===== config.mk =====
export PLATFORM = sky130hd
export DESIGN_NAME = yc_burst_sequencer
export DESIGN_NICKNAME = d
export VERILOG_FILES = /design/src/rtl/yc_pkg.sv /design/src/rtl/yc_phase_acc.sv /design/src/rtl/yc_burst_sequencer.sv
export SDC_FILE = /design/constraint.sdc
export NUM_CORES = 1
export LEC_CHECK = 0
export BUFFER_PORTS_ARGS = -buffer_cell sky130_fd_sc_hd__buf_2
export CAP_MARGIN = 40
export CELL_PAD_IN_SITES_DETAIL_PLACEMENT = 1
export CELL_PAD_IN_SITES_GLOBAL_PLACEMENT = 1
export CORE_MARGIN = 1
export CORE_UTILIZATION = 45
export DETAILED_ROUTE_END_ITERATION = 12
export GPL_ROUTABILITY_DRIVEN = 0
export PLACE_DENSITY_LB_ADDON = 0.15
export SLEW_MARGIN = 10
export SYNTH_ARGS = -nofsm -noshare
export SYNTH_HDL_FRONTEND = slang
export SYNTH_SLANG_ARGS = --single-unit

===== constraint.sdc =====
create_clock -name clk -period 2.82 [get_ports clk]
set_input_delay 0.141 -clock clk [delete_from_list [all_inputs] [get_ports clk]]
set_output_delay 0.141 -clock clk [all_outputs]
set_load 0.02 [all_outputs]

===== src/rtl/yc_pkg.sv =====
// Shared types and constants for the Y/C burst sequencer.
package yc_pkg;

  localparam int unsigned PHASE_W_DEF = 40;
  localparam int unsigned LUT_W_DEF   = 8;

  // Subcarrier increments per clk_sys cycle for a 40-bit accumulator.
  localparam logic [39:0] NTSC_INC = 40'd91625968981;
  localparam logic [39:0] PAL_INC  = 40'd114532461227;

  typedef enum logic [1:0] {
    StIdle,
    StWaitSync,
    StDelay,
    StBurst
  } yc_state_e;

endpackage


===== src/rtl/yc_phase_acc.sv =====
// Chroma subcarrier phase accumulator with a frame-latched increment.
// Optional feature: define MISTER_YC_PHASE_RESET_EN to clear the accumulator on
// every frame start, giving identical subcarrier phase each frame.
module yc_phase_acc
  import yc_pkg::*;
#(
  parameter int unsigned PHASE_W = PHASE_W_DEF,
  parameter int unsigned LUT_W   = LUT_W_DEF
) (
  input  logic               clk,
  input  logic               reset,
  input  logic               latch_i,        // load phase_inc_i into the active increment
  input  logic               frame_start_i,  // vsync rising edge
  input  logic [PHASE_W-1:0] phase_inc_i,
  output logic [LUT_W-1:0]   chroma_phase_o
);

  logic [PHASE_W-1:0] acc_q, acc_d;
  logic [PHASE_W-1:0] inc_q, inc_d;

  // Next accumulator value (free-running wrap) and increment latch.
  always_comb begin
    acc_d = acc_q + inc_q;
`ifdef MISTER_YC_PHASE_RESET_EN
    if (frame_start_i) begin
      acc_d = '0;
    end
`else
    if (frame_start_i) begin
      acc_d = acc_q + inc_q;
    end
`endif
    inc_d = latch_i ? phase_inc_i : inc_q;
  end

  // Accumulator and increment registers.
  always_ff @(posedge clk) begin
    if (reset) begin
      acc_q <= '0;
      inc_q <= '0;
    end else begin
      acc_q <= acc_d;
      inc_q <= inc_d;
    end
  end

  assign chroma_phase_o = acc_q[PHASE_W-1 -: LUT_W];

endmodule


===== src/rtl/yc_burst_sequencer.sv =====
// Y/C burst sequencer: burst window timing, PAL V-switch and frame-latched
// PAL/increment selection. Optional feature macro: MISTER_YC_PHASE_RESET_EN
// (handled in yc_phase_acc).
module yc_burst_sequencer
  import yc_pkg::*;
#(
  parameter int unsigned PHASE_W     = PHASE_W_DEF,
  parameter int unsigned LUT_W       = LUT_W_DEF,
  parameter int unsigned BURST_START = 26,
  parameter int unsigned BURST_LEN   = 108,
  parameter int unsigned CNT_W       = 8
) (
  input  logic               clk,
  input  logic               reset,
  input  logic               yc_en_i,
  input  logic               pal_i,
  input  logic [PHASE_W-1:0] phase_inc_i,
  input  logic               hsync_i,
  input  logic               vsync_i,
  output logic [LUT_W-1:0]   chroma_phase_o,
  output logic               burst_en_o,
  output logic               pal_vswitch_o,
  output logic               pal_active_o,
  output logic               busy_o
);

  localparam logic [CNT_W-1:0] DelayLast = CNT_W'(BURST_START - 1);
  localparam logic [CNT_W-1:0] BurstLast = CNT_W'(BURST_LEN - 1);

  yc_state_e        state_q, state_d;
  logic [CNT_W-1:0] cnt_q, cnt_d;
  logic             hsync_q, vsync_q;
  logic             pal_active_q, pal_active_d;
  logic             pal_vswitch_q, pal_vswitch_d;

  logic hs_fall, hs_rise, vs_rise, latch;

  assign hs_fall = hsync_q & ~hsync_i;
  assign hs_rise = ~hsync_q & hsync_i;
  assign vs_rise = ~vsync_q & vsync_i;
  // Frame values load on vsync rise and when leaving IDLE.
  assign latch   = vs_rise | ((state_q == StIdle) & yc_en_i);

  yc_phase_acc #(
    .PHASE_W (PHASE_W),
    .LUT_W   (LUT_W)
  ) u_acc (
    .clk            (clk),
    .reset          (reset),
    .latch_i        (latch),
    .frame_start_i  (vs_rise),
    .phase_inc_i    (phase_inc_i),
    .chroma_phase_o (chroma_phase_o)
  );

  // Sequencer next state and delay/burst counter.
  always_comb begin
    state_d = state_q;
    cnt_d   = cnt_q;
    unique case (state_q)
      StIdle: begin
        if (yc_en_i) state_d = StWaitSync;
      end
      StWaitSync: begin
        if (hs_fall && !vsync_i) begin
          state_d = StDelay;
          cnt_d   = '0;
        end
      end
      StDelay: begin
        if (hs_rise || vs_rise) begin
          state_d = StWaitSync;
        end else if (cnt_q == DelayLast) begin
          state_d = StBurst;
          cnt_d   = '0;
        end else begin
          cnt_d = cnt_q + CNT_W'(1);
        end
      end
      StBurst: begin
        if (hs_rise || vs_rise || (cnt_q == BurstLast)) begin
          state_d = StWaitSync;
        end else begin
          cnt_d = cnt_q + CNT_W'(1);
        end
      end
      default: state_d = StIdle;
    endcase
    // Disable wins over every other transition.
    if (state_q != StIdle && !yc_en_i) begin
      state_d = StIdle;
    end
  end

  // PAL flag latch and V-switch; toggle uses the pre-update pal_active.
  always_comb begin
    pal_active_d  = latch ? pal_i : pal_active_q;
    pal_vswitch_d = pal_vswitch_q;
    if (!pal_active_q) begin
      pal_vswitch_d = 1'b0;
    end else if (hs_rise) begin
      pal_vswitch_d = ~pal_vswitch_q;
    end
  end

  // State, counter, edge-detect and PAL registers.
  always_ff @(posedge clk) begin
    if (reset) begin
      state_q       <= StIdle;
      cnt_q         <= '0;
      hsync_q       <= 1'b0;
      vsync_q       <= 1'b0;
      pal_active_q  <= 1'b0;
      pal_vswitch_q <= 1'b0;
    end else begin
      state_q       <= state_d;
      cnt_q         <= cnt_d;
      hsync_q       <= hsync_i;
      vsync_q       <= vsync_i;
      pal_active_q  <= pal_active_d;
      pal_vswitch_q <= pal_vswitch_d;
    end
  end

  assign burst_en_o    = (state_q == StBurst);
  assign busy_o        = (state_q != StIdle);
  assign pal_vswitch_o = pal_vswitch_q;
  assign pal_active_o  = pal_active_q;

endmodule


# --- Word-level counts from Yosys, hierarchy flattened ---
# Index checks and enable logic that the tools add are counted.
totals:
  ff_bits: 94
  latchBits: 0
  ram_bits: 0
  romBits: 0
  inputBits: 46
  wordCells: 55
  memories: 0
op_classes:
  addsub: 2
  multipliers: 0
  div_mod_pow: 0
  order_cmp: 0
  n_eq_ne: 11
  n_shift: 0
  mux: 11
  bitwise_logic: 10
  n_reduce_logical: 13
ops:
  columns: ["operator", "count"]
  rows:
  - ["adder 40 bit", 1]
  - ["two-way mux 8 bit", 4]
  - ["case mux 8 bit (3 select lines)", 1]
  - ["two-way mux 2 bit", 5]
  - ["adder 8 x 1 -> 8 bit, second input constant", 1]
  - ["equality test 8 x 5 -> 1 bit, second input constant", 1]
  - ["equality test 8 x 7 -> 1 bit, second input constant", 1]
  - ["!= test 2 bit, second input constant", 4]
  - ["case mux 2 bit (4 select lines)", 1]
  - ["AND reduction 4 bit", 2]
  - ["inverter 1 bit", 5]
  - ["bitwise AND 1 bit", 4]
  - ["equality test 2 bit, second input constant", 2]
  - ["OR reduction 2 bit", 2]
  - ["!= test 3 bit, second input constant", 1]
  - ["nonzero test 3 bit", 1]
  - ["equality test 2 x 1 -> 1 bit, second input constant", 1]
  - ["logical AND 1 bit", 2]
  - ["zero test 1 bit", 2]
  - ["zero test 2 bit", 1]
  - ["logical OR 1 bit", 2]
  - ["!= test 2 x 1 -> 1 bit, second input constant", 1]
  - ["nonzero test 2 bit", 1]
  - ["OR 1 bit", 1]

# --- Depth between registers and ports, before layout ---
# Gate-level depths: netlist of run 1.
logic_depth:
  word_depth: 6
  depth_mapped: 9
  ltp_nobuf: 9

# --- Cells and area by module ---
# From an unflattened synthesis of run 1, not the netlist that was laid out.
hier_totals:
  cells_unflattened: 645
  area_unflattened_um2: 5469.0
modules_own_cells:
  columns: ["module", "n_inst", "cells_per_inst", "area_each_um2", "seq_area_each_um2"]
  rows:
  - ["yc_phase_acc", 1, 546, 4600.7, 1601.5]
  - ["yc_burst_sequencer", 1, 99, 868.3, 280.3]

# --- Worst setup path after synthesis of run 1 ---
# OpenSTA, ideal clock, no wires.
synth_path:
  kind: "flip-flop to flip-flop"
  start: "register u_acc.inc_q[0]"
  end: "register u_acc.acc_q[32]"
  setup_ns: 0.123
  arrival_ns: 2.334
  required_time_ns: 2.697
  setup_slack_ns: 0.362
  path_stages_with_launch: 10
  path_buffers: 0
  period_less_slack_ns: 2.458
  path_cell_list: "dfxtp_1 > ha_1 > fa_1 > a21oi_1 > o22a_1 > o211ai_2 > a211oi_2 > a21oi_2 > o21ai_1 > mux2_1"
synth_via:
  elab_chain_len: 1
synth_rtl:
  columns: ["element", "line", "source"]
  rows:
  - ["start: declaration", "yc_phase_acc.sv:19", "logic [PHASE_W-1:0] inc_q, inc_d;"]
  - ["start signal: assignment", "yc_phase_acc.sv:43", "inc_q <= inc_d;"]
  - ["adder 40 bit", "yc_phase_acc.sv:23, yc_phase_acc.sv:30", null]
  - ["end signal: assignment", "yc_phase_acc.sv:39", "acc_q <= '0;"]
  - ["end signal: assignment", "yc_phase_acc.sv:42", "acc_q <= acc_d;"]
  - ["end: declaration", "yc_phase_acc.sv:18", "logic [PHASE_W-1:0] acc_q, acc_d;"]
# Every way passes these cells.
# A chain may end at the register's enable or synchronous reset.

# --- Worst setup path in the final report of run 1 ---
# Ends and elaborated chain as after synthesis.

==> results by group, run 1 <==
Worst setup path
  – Worst EP required: 3060 ps
  – Worst Setup Path Type: register to register
  – Startpoint Class: register
  – Worst-path fanout max: 5
  – Critical path arrival: 2900 ps
  – Crit path from: u_acc.inc_q[0]
  – CP Capture Type: register
  – Reg2reg start: u_acc.inc_q[0]

Logic synthesis
  – Simple logic cell fraction of the synthesized area: 23.1%
  – Post-Syn Instances: 702
  – Post-Synthesis Net Count: 795
  – Synth Area per Inst: between 8 and 9 um^2
  – Most common cell in the synthesized netlist: nand2_1
  – EDFF count, synth: 0
  – Compound-Gate Fraction of Synth Area: 23.4%
  – Ys flop type: dfxtp_1
  – Main area contributors after synthesis: dfxtp_1, ha_1, nand2_1
  – Mapped Area: 0.00575 mm^2
  – FF+latch count, synth: 94
  – Commonest cells in the netlist: nand2_1, dfxtp_1, a21oi_1
  – Synth top area share: around 33%
  – Post-synth cell types: 77
  – Largest family of logic cells by synthesized area: compound AO/OA/AOI/OAI gates
  – Async set-reset flop share out of synthesis: 0%
  – Register area share after synthesis: 32.7%
  – Synth Area in Adders: between 10% and 20%
  – Cell taking the most area after synthesis: dfxtp_1
  – Synth Area in XOR/XNOR: 4.42%
  – Ys Warns: 0
  – Mux cell area share after synthesis: between 1 and 1.5%

Layout
  – Final Cell Area: about 0.0064 mm^2
  – Area Growth Syn to Fin: 11.3%
  – Fin cells: 912
  – Layout cells sized above 1: roughly 15%
  – Fin nets: about 830
  – # diodes: 0

GRT
  – Initial antenna violation count: 0
  – Vias in the first global route: 5,302
  – Largest net degree at the start of global routing: 27
  – First-pass GRT wire length: 25,100 um
  – Gr usage total: 24.0%
  – Grt ovf: 0

Detailed routing
  – Routed WL: 15,000 um
  – 1st-pass router iterations: 6
  – Vias per inst: roughly 5.7
  – # DRC: 0
  – Post-route ant nets: 0
  – Initial DRC Count: approximately 190
  – Vias: 5,159
  – Routed len/inst: 16.4 um

Floorplan
  – Die width: ~120 um
  – Die Ht: 115 um
  – Initial Util: a little under half
  – Placement row count: 40
  – Core Box Area: 0.0122 mm^2
  – I/O pins: 58
  – Die area: between 0.01 and 0.015 mm^2

Clock tree
  – Post-CTS Resized: 0
  – Clock Latency Late Sink: ~360 ps
  – Clock-pin slew on the worst setup and hold paths: 70 ps
  – Sinks on Clock Net: 94
  – TritonCTS clock tree: done
  – Cts bufs inserted: 9
  – Setup Buffers After CTS: 0
  – Clock tree buffer depth: 2
  – Post-CTS Hold Buffers: 0
  – Root buffer cell: clkbuf_16
  – H-tree Lvls: 3

Timing
  – FMAX: ~380 MHz
  – Hold slack: 24.0 ps
  – Period utilization: 94.3%
  – Endpoints failing setup: 0
  – Final Hold Fails: 0
  – Unrepaired setup endpoints after global routing: false
  – Setup TNS: 0 ps
  – Rel. slew slack: 61.0%
  – Tmin final: 2660 ps
  – Max Slew Vio Count: 0
  – Final Skew: 9.09 ps
  – Tightest Pin Transition: 570 ps

Placed design
  – Placed Area: 0.00610 mm^2
  – Count of input and output buffers: 57
  – Cells after DPL: 898
  – HPWL after DPL: 11,300 um

Power
  – Maximum VDD drop: just under 0.0004 V
  – P per Cell Area: 678 mW/mm^2
  – Total power: ~4.3 mW
  – Pleak: 2.90 nW

Outcome
  – Status: completed

Hold path
  – HP Start: phase_inc_i[5]
  – Hold Crit Class: primary input to register

Run
  – Number of max-cap violations: 0
## final timing paths
check                                  endpoint  slack [ps]  depth (start not counted)
worst max register to register  u_acc.acc_q[32]         160                          9
worst min register to register   u_acc.inc_q[7]         460                          2
worst max-delay path            u_acc.acc_q[32]         160                          9
worst min-delay path             u_acc.inc_q[5]          20                          3
## cell families after synthesis
kind of cell,Yosys count
and+or+nand+nor,273
AOI/OAI and AO/OA,199
DFF,94
buffers and inverters,54
adders and majority gates,47
xor gates and xnor gates,29
muxes,6
## cell type report
class | instances | area [um^2]
Sequential cell | 94 | 1880
Timing Repair Buffer | 67 | 360
Tap cell | 168 | 210
Fill cell | 1532 | 5810
Clock inverter | 4 | 48.8
Multi-Input combinational cell | 554 | 3600
Inverter | 15 | 56.3
Clock buffer | 10 | 239
## layer usage
metal	up-vias	track usage, %	part of all wire [%]
met5	-	0	0
met4	0	6.58	1.5
met3	17	5.64	3.0
met2	76	43.4	50
met1	2518	28.4	45
li1	2548	-	-
## per-stage QoR
| step | util, % | worst slack (ps) |
|---|---|---|
| global placement | 49.9 | 165 |
| finish | 52.4 | 162 |
| detailed placement | 49.9 | 63.0 |
| CTS | 52.3 | 51.4 |
| global route | 52.4 | 14.5 |
| floorplan | - | 362 |
## layout by cell type, fill, tap and decap left out, drive strengths merged, types with 11 or more instances in the layout
cell type / count
a21oi: 89
buf: 67
dfxtp: 94
inv: 15
xor2: 16
ha: 46
nor2b: 14
nor3: 11
nand4: 11
o21ai: 20
nand2: 119
a21o: 24
nand3: 12
xnor2: 13
and3: 12
nor2: 58
## critical path: stages (launching register included)
cell and delay, ps:
dfxtp_1 320, ha_1 240, fa_1 430, a21oi_2 190, o22a_1 230, o211ai_2 160
a211oi_4 310, a21oi_2 140, o21ai_1 190, mux2_1 340
## sequential cells by signal, indices dropped and copies added (netlist names)
| signal | cells |
|---|---|
| pal_active_o | 1 |
| pal_vswitch_o | 1 |
| state_q | 2 |
| cnt_q | 8 |
| hsync_q | 1 |
| vsync_q | 1 |
| u_acc.acc_q | 40 |
| u_acc.inc_q | 40 |
## report_power, final
group / leakage, nW / switching [mW] / internal, mW / total (mW)
combinational: 1.99 / 0.901 / 0.580 / 1.48
clock: 0.144 / 0.520 / 0.700 / 1.22
sequential: 0.775 / 0.109 / 1.53 / 1.64
total: 2.90 / 1.53 / 2.81 / 4.34
Power figures use the tool's default switching activity.
==> inputs of run 2 (changes only) <==
- HOLD_SLACK_MARGIN: default -> 0.05
==> run 2 against run 1 <==
Count of clock-buffer cells in the layout is the same. Flip-flop and latch count is the same. Power grew 1.3%. Via count grew 4.1%. First-iteration DRC count grew 13%. Clock power is essentially flat. Global-route usage grew 0.99 points. Maximum frequency is essentially flat. Final cell count grew 4.3%. Non-clock buffer count grew 39. Largest cell class unchanged. Critical path depth is the same. Hold slack gained 37 ps.
==> results by group, run 2 (same netlist as run 1, synthesis figures left out) <==
Outcome
  – Status: completed

Clock tree
  – Clock-pin slew on the worst setup and hold paths: 70 ps (about the same)
  – Clock tree buffer depth: 2 (unchanged)
  – Clock Latency Late Sink: 360 ps (about the same)
  – Root buffer cell: clkbuf_16
  – H-tree Lvls: 3 (unchanged)
  – Sinks on Clock Net: 94 (unchanged)
  – Setup Buffers After CTS: 0 (unchanged)
  – Cts bufs inserted: 9 (unchanged)
  – TritonCTS clock tree: done

Worst setup path
  – Worst-path fanout max: 5 (unchanged)
  – Worst R2R Setup Slack: 160 ps (about the same)
  – Critical path arrival: 2900 ps (about the same)
  – Worst Setup Path Type: register to register
  – Startpoint Class: register
  – CP Capture Type: register
  – Worst EP required: 3060 ps (about the same)
  – Reg2reg end: u_acc.acc_q[32]
  – Reg2reg start: u_acc.inc_q[0]
  – Worst reg-to-reg path cell count: 9 (unchanged)

Detailed routing
  – # DRC: 0 (unchanged)
  – Vias per inst: 5.65 (-0.16%)
  – Routed WL: 15,700 um (+4.9%)
  – Routed len/inst: 16.5 um (+0.61%)
  – Vias: 5,371 (+4.1%)
  – 1st-pass router iterations: 4 (-2)
  – Post-route ant nets: 0 (unchanged)
  – Initial DRC Count: 212 (+13%)

Floorplan
  – Placement row count: 40 (unchanged)
  – Die width: 115 um (unchanged)
  – Core Box Area: 0.0122 mm^2 (unchanged)
  – Initial Util: 47.1% (unchanged)
  – Die area: 0.0132 mm^2 (unchanged)
  – I/O pins: 58 (unchanged)
  – Die Ht: 115 um (unchanged)

Timing
  – FMAX: 376 MHz (about the same)
  – Final Skew: 10.9 ps (+1.82 ps)
  – Tightest Pin Transition: 606 ps (+36.1 ps)
  – Hold slack: 60.6 ps (+36.7 ps)
  – Rel. slew slack: 59.5% (-1.5 points)
  – Tmin final: 2660 ps (+1.20 ps)
  – Setup TNS: 0 ps (unchanged)
  – Max Slew Vio Count: 0 (unchanged)
  – Final Hold Fails: 0 (unchanged)
  – Endpoints failing setup: 0 (unchanged)
  – Unrepaired setup endpoints after global routing: false
  – Period utilization: 94.3% (about the same)

Layout
  – # diodes: 0 (unchanged)
  – Fin cells: 951 (+4.3%)
  – Commonest non-fill, non-tap cell in the layout: nand2_1
  – Final core occ: 55.6% (+3.2 points)
  – Layout cells sized above 1: 14.7% (-0.77 points)
  – Area Growth Syn to Fin: 18.1%
  – Most frequent cells in the layout: nand2_1, dfxtp_1, a21oi_1
  – Fin nets: 873 (+4.7%)
  – Largest regs: u_acc.acc_q (40), u_acc.inc_q (40), cnt_q (8)

GRT
  – First-pass GRT wire length: 26,100 um (+3.9%)
  – Largest net degree at the start of global routing: 27 (unchanged)
  – Initial antenna violation count: 0 (unchanged)
  – Vias in the first global route: 5,534 (+4.4%)
  – Grt ovf: 0 (unchanged)
  – Gr usage total: 25.0% (+0.99 points)

Placed design
  – Cells after DPL: 898 (unchanged)
  – Count of input and output buffers: 57 (unchanged)
  – HPWL after DPL: 11,300 um (unchanged)

Power
  – Maximum VDD drop: 0.000397 V (+2.7%)
  – Total power: 4.39 mW (+1.3%)
  – Pleak: 3.07 nW (+5.6%)
  – P per Cell Area: 647 mW/mm^2 (-4.6%)

Hold path
  – Hold Crit Class: primary input to register
  – HP Start: phase_inc_i[38]
  – Hold Path Cell Cnt: 3 (unchanged)
  – Hold endpoint: u_acc.inc_q[38]

Run
  – Number of max-cap violations: 0 (unchanged)
[run 2: cell types whose count changed in the layout (fill, tap and decap cells not counted)]
| cell | previous run | this run |
|---|---|---|
| dlygate4sd3_1 | 0 | 39 |
[run 2: final cells by class]
class                      count  area (um^2)
fill                        1515         5420
clock buffer                  10          239
tap                          168          210
multi-input combinational    554         3600
inverter                      15         56.3
timing repair buffer         106          751
clock inverter                 4         48.8
sequential                    94         1880
[run 2: worst max-delay path: stages (launching register included)]
cell and delay, ps:
dfxtp_1 320, ha_1 240, fa_1 430, a21oi_2 190, o22a_1 230, o211ai_2 160, a211oi_4 310, a21oi_2 140
o21ai_1 190, mux2_1 340
[run 2: through the flow]
| step | setup WS (ps) | cell area, um^2 |
|---|---|---|
| after floorplan | 362 | 5750 |
| after global placement | 165 | 6100 |
| after detailed placement | 63.0 | 6100 |
| after CTS | 51.4 | 6780 |
| after global routing | 2.60 | 6790 |
| final | 161 | 6790 |
[run 2: routing by layer]
| metal | GRT usage, % | up-vias | wire (um) |
|---|---|---|---|
| li1 | - | 2630 | - |
| met1 | 29.0 | 2634 | 7030 |
| met2 | 45.7 | 83 | 7950 |
| met3 | 5.64 | 24 | 411 |
| met4 | 7.62 | 0 | 328 |
| met5 | 0 | - | 0 |
[run 2: how the worst max path moves through the flow]
stage	endpoint	slack, ps	start
floorplan	u_acc.acc_q[32]	360	u_acc.inc_q[0]
global placement	u_acc.acc_q[32]	170	u_acc.inc_q[0]
detailed placement	u_acc.acc_q[32]	60	u_acc.inc_q[0]
CTS	u_acc.acc_q[32]	50	u_acc.inc_q[0]
global route	u_acc.acc_q[32]	3	u_acc.inc_q[0]
finish	u_acc.acc_q[32]	160	u_acc.inc_q[0]
[run 2: power breakdown]
group	switching [mW]	internal (mW)	total [mW]
logic	0.918	0.616	1.53
registers	0.111	1.53	1.64
clock network	0.521	0.700	1.22
total	1.55	2.84	4.39
[run 2: repair_timing]
item,4_1_cts,5_1_grt
endpoints found under the setup margin,0,1
hold endpoints to repair,39,0
resized for setup,0,2
hold buffers,39,0
==> inputs of run 3 (changes only) <==
- SYNTH_HIERARCHICAL: default -> 1
==> run 3 against run 2 <==
The run now ends with design-rule violations, negative setup slack left. Combinational power is 16% lower. Final cell count shrank 7.8%. Via count fell by 8.8%. Design area decreased by 3.4%. Power fell by 8.4%. Critical path type unchanged. Largest power group unchanged. Highest routed layer unchanged.
==> results by group, run 3 <==
Outcome
  – Status: complete, but fails checks
  – Failing checks: design-rule violations, negative setup slack

GRT
  – Grt ovf: 0 (unchanged)
  – Gr usage total: 24.6% (-0.43 points)
  – Largest net degree at the start of global routing: 31 (+15%)
  – Initial antenna violation count: 0 (unchanged)
  – Vias in the first global route: 5,207 (-5.9%)
  – First-pass GRT wire length: 24,800 um (-4.9%)

Floorplan
  – Die width: 112 um (-2.4%)
  – Core Box Area: 0.0116 mm^2 (-4.9%)
  – Die Ht: 112 um (-2.4%)
  – I/O pins: 58 (unchanged)
  – Initial Util: 47.1% (about the same)
  – Placement row count: 39 (-2.5%)
  – Die area: 0.0126 mm^2 (-4.8%)

Timing
  – Period utilization: 106% (+12 points)
  – Hold slack: 55.7 ps (-4.97 ps)
  – Rel. slew slack: 61.0% (+1.4 points)
  – Unrepaired setup endpoints after global routing: true
  – Final WS setup: -169 ps (-329 ps)
  – Tightest Pin Transition: 586 ps (-20.4 ps)
  – FMAX: 335 MHz (-11%)
  – Max Slew Vio Count: 0 (unchanged)
  – Final Hold Fails: 0 (unchanged)
  – Setup TNS: -169 ps (-169 ps)
  – Final Skew: 13.3 ps (+2.34 ps)
  – Tmin final: 2990 ps (+329 ps)
  – Endpoints failing setup: 1 (+1)

Logic synthesis
  – Post-Syn Instances: 644 (-8.3%)
  – Post-Synthesis Net Count: 738 (-7.2%)
  – Synth Area per Inst: 8.49 um^2 (+3.7%)
  – Mapped Area: 0.00547 mm^2 (-4.9%)
  – Ys Warns: 6 (+6)

Clock tree
  – Root buffer cell: clkbuf_16
  – Clock tree buffer depth: 2 (unchanged)
  – Sinks on Clock Net: 94 (unchanged)
  – Clock Latency Late Sink: 350 ps (about the same)
  – TritonCTS clock tree: done
  – Clock-pin slew on the worst setup and hold paths: 70 ps (about the same)
  – H-tree Lvls: 3 (unchanged)
  – Cts bufs inserted: 9 (unchanged)

Detailed routing
  – # DRC: 1 (+1)
  – Vias per inst: 5.59 (-1.1%)
  – Routed WL: 14,900 um (-5.1%)
  – Vias: 4,900 (-8.8%)
  – Routed len/inst: 17.0 um (+2.9%)
  – Initial DRC Count: 259 (+22%)
  – Post-route ant nets: 0 (unchanged)
  – 1st-pass router iterations: 10 (+6)

Layout
  – Fin nets: 824 (-5.6%)
  – Most frequent cells in the layout: nor2_1, dfxtp_1, buf_2
  – Layout cells sized above 1: 15.0% (+0.30 points)
  – Area Growth Syn to Fin: 20.0%
  – Commonest non-fill, non-tap cell in the layout: nor2_1
  – # diodes: 0 (unchanged)
  – Largest regs: u_acc/acc_q (40), u_acc/inc_q (40), cnt_q (8)

Power
  – P_int: 2.67 mW (-6.2%)
  – Combinational power share: 31.7% (-3.2 points)
  – Clock share of power: 28.7% (+0.9 points)
  – Maximum VDD drop: 0.000329 V (-17%)
  – Pleak: 2.95 nW (-3.9%)
  – Switching Power: 1.36 mW (-12%)
  – Flop pwr share: 39.6% (+2.3 points)
  – Switching Share: 33.7% (-1.6 points)
  – P per Cell Area: 613 mW/mm^2 (-5.2%)

Worst setup path
  – Startpoint Class: register
  – Worst R2R Setup Slack: -170 ps (-330 ps)
  – CP Capture Type: register
  – Worst Setup Path Type: register to register
  – Worst-path fanout max: 2 (-3)
  – Critical path arrival: 3220 ps (+320 ps)
  – Worst EP required: 3050 ps (about the same)
  – Reg2reg start: u_acc/acc_q[0]
  – Reg2reg end: u_acc/acc_q[38]
  – Worst reg-to-reg path cell count: 10 (+1)

Hold path
  – Hold endpoint: u_acc/inc_q[14]
  – Hold Path Cell Cnt: 3 (unchanged)
  – HP Start: phase_inc_i[14]
  – Hold Crit Class: primary input to register

Placed design
  – Count of input and output buffers: 57 (unchanged)
  – HPWL after DPL: 10,500 um (-7.6%)

Run
  – Number of max-cap violations: 0 (unchanged)
## run 3: layout make-up
class | count | area (um^2)
clock buffer | 12 | 256
clock inverter | 3 | 20.0
fill | 1387 | 5050
inverter | 18 | 67.6
multi-input combinational | 498 | 3390
sequential | 94 | 1880
tap | 143 | 179
timing repair buffer | 109 | 763
## run 3: power by group through the flow
stage | combinational (mW) | clock (mW) | sequential [mW]
finish | 1.28 | 1.15 | 1.59
CTS | 1.25 | 1.19 | 1.59
global route | 1.42 | 1.24 | 1.61
floorplan | 0.937 | 0 | 1.59
detailed placement | 1.20 | 0 | 1.62
global placement | 1.15 | 0 | 1.61
## run 3: repair_timing
action / CTS / global route
buffers inserted: 1 / 2
hold endpoints to repair: 35 / 0
cloned: 0 / 0
endpoints found under the setup margin: 2 / 6
pin swaps: 1 / 3
resized for setup: 2 / 7
hold buffers: 35 / 0
## run 3: metal layers
| metal | track usage [%] | wire (um) | up-vias |
|---|---|---|---|
| li1 | - | - | 2444 |
| met1 | 29.5 | 6650 | 2353 |
| met2 | 44.2 | 7540 | 72 |
| met3 | 3.40 | 320 | 31 |
| met4 | 10.2 | 417 | 0 |
| met5 | 0 | 0 | - |
## run 3: worst max path at each step
stage,from,endpoint,slack (ps),cells after the start
floorplan,u_acc/acc_q[0],u_acc/acc_q[38],4,10
global placement,u_acc/acc_q[0],u_acc/acc_q[38],-10,10
detailed placement,u_acc/acc_q[0],u_acc/acc_q[38],-210,10
CTS,u_acc/acc_q[0],u_acc/acc_q[38],-150,10
global route,u_acc/inc_q[0],u_acc/acc_q[38],-270,10
finish,u_acc/acc_q[0],u_acc/acc_q[38],-170,10
## run 3: metrics by stage
stage / setup WS (ps) / area, um^2 / total power, mW / std cells / util [%]
after floorplan: 3.96 / 5470 / 2.52 / 644 / -
after global placement: -13.9 / 5870 / 2.76 / 824 / 50.6
after detailed placement: -213 / 5870 / 2.82 / 824 / 50.6
after CTS: -152 / 6510 / 4.04 / 875 / 56.1
after global routing: -268 / 6560 / 4.27 / 877 / 56.5
final: -169 / 6560 / 4.02 / 877 / 56.5
## run 3: worst max-delay path, stage by stage, from the launching register on
cell	delay, ps
dfxtp_2	340
ha_4	160
fa_2	360
a211oi_4	270
o21bai_2	120
a311o_1	370
a21bo_1	210
a211oi_2	270
o21ai_2	120
a311oi_2	280
mux2_1	350
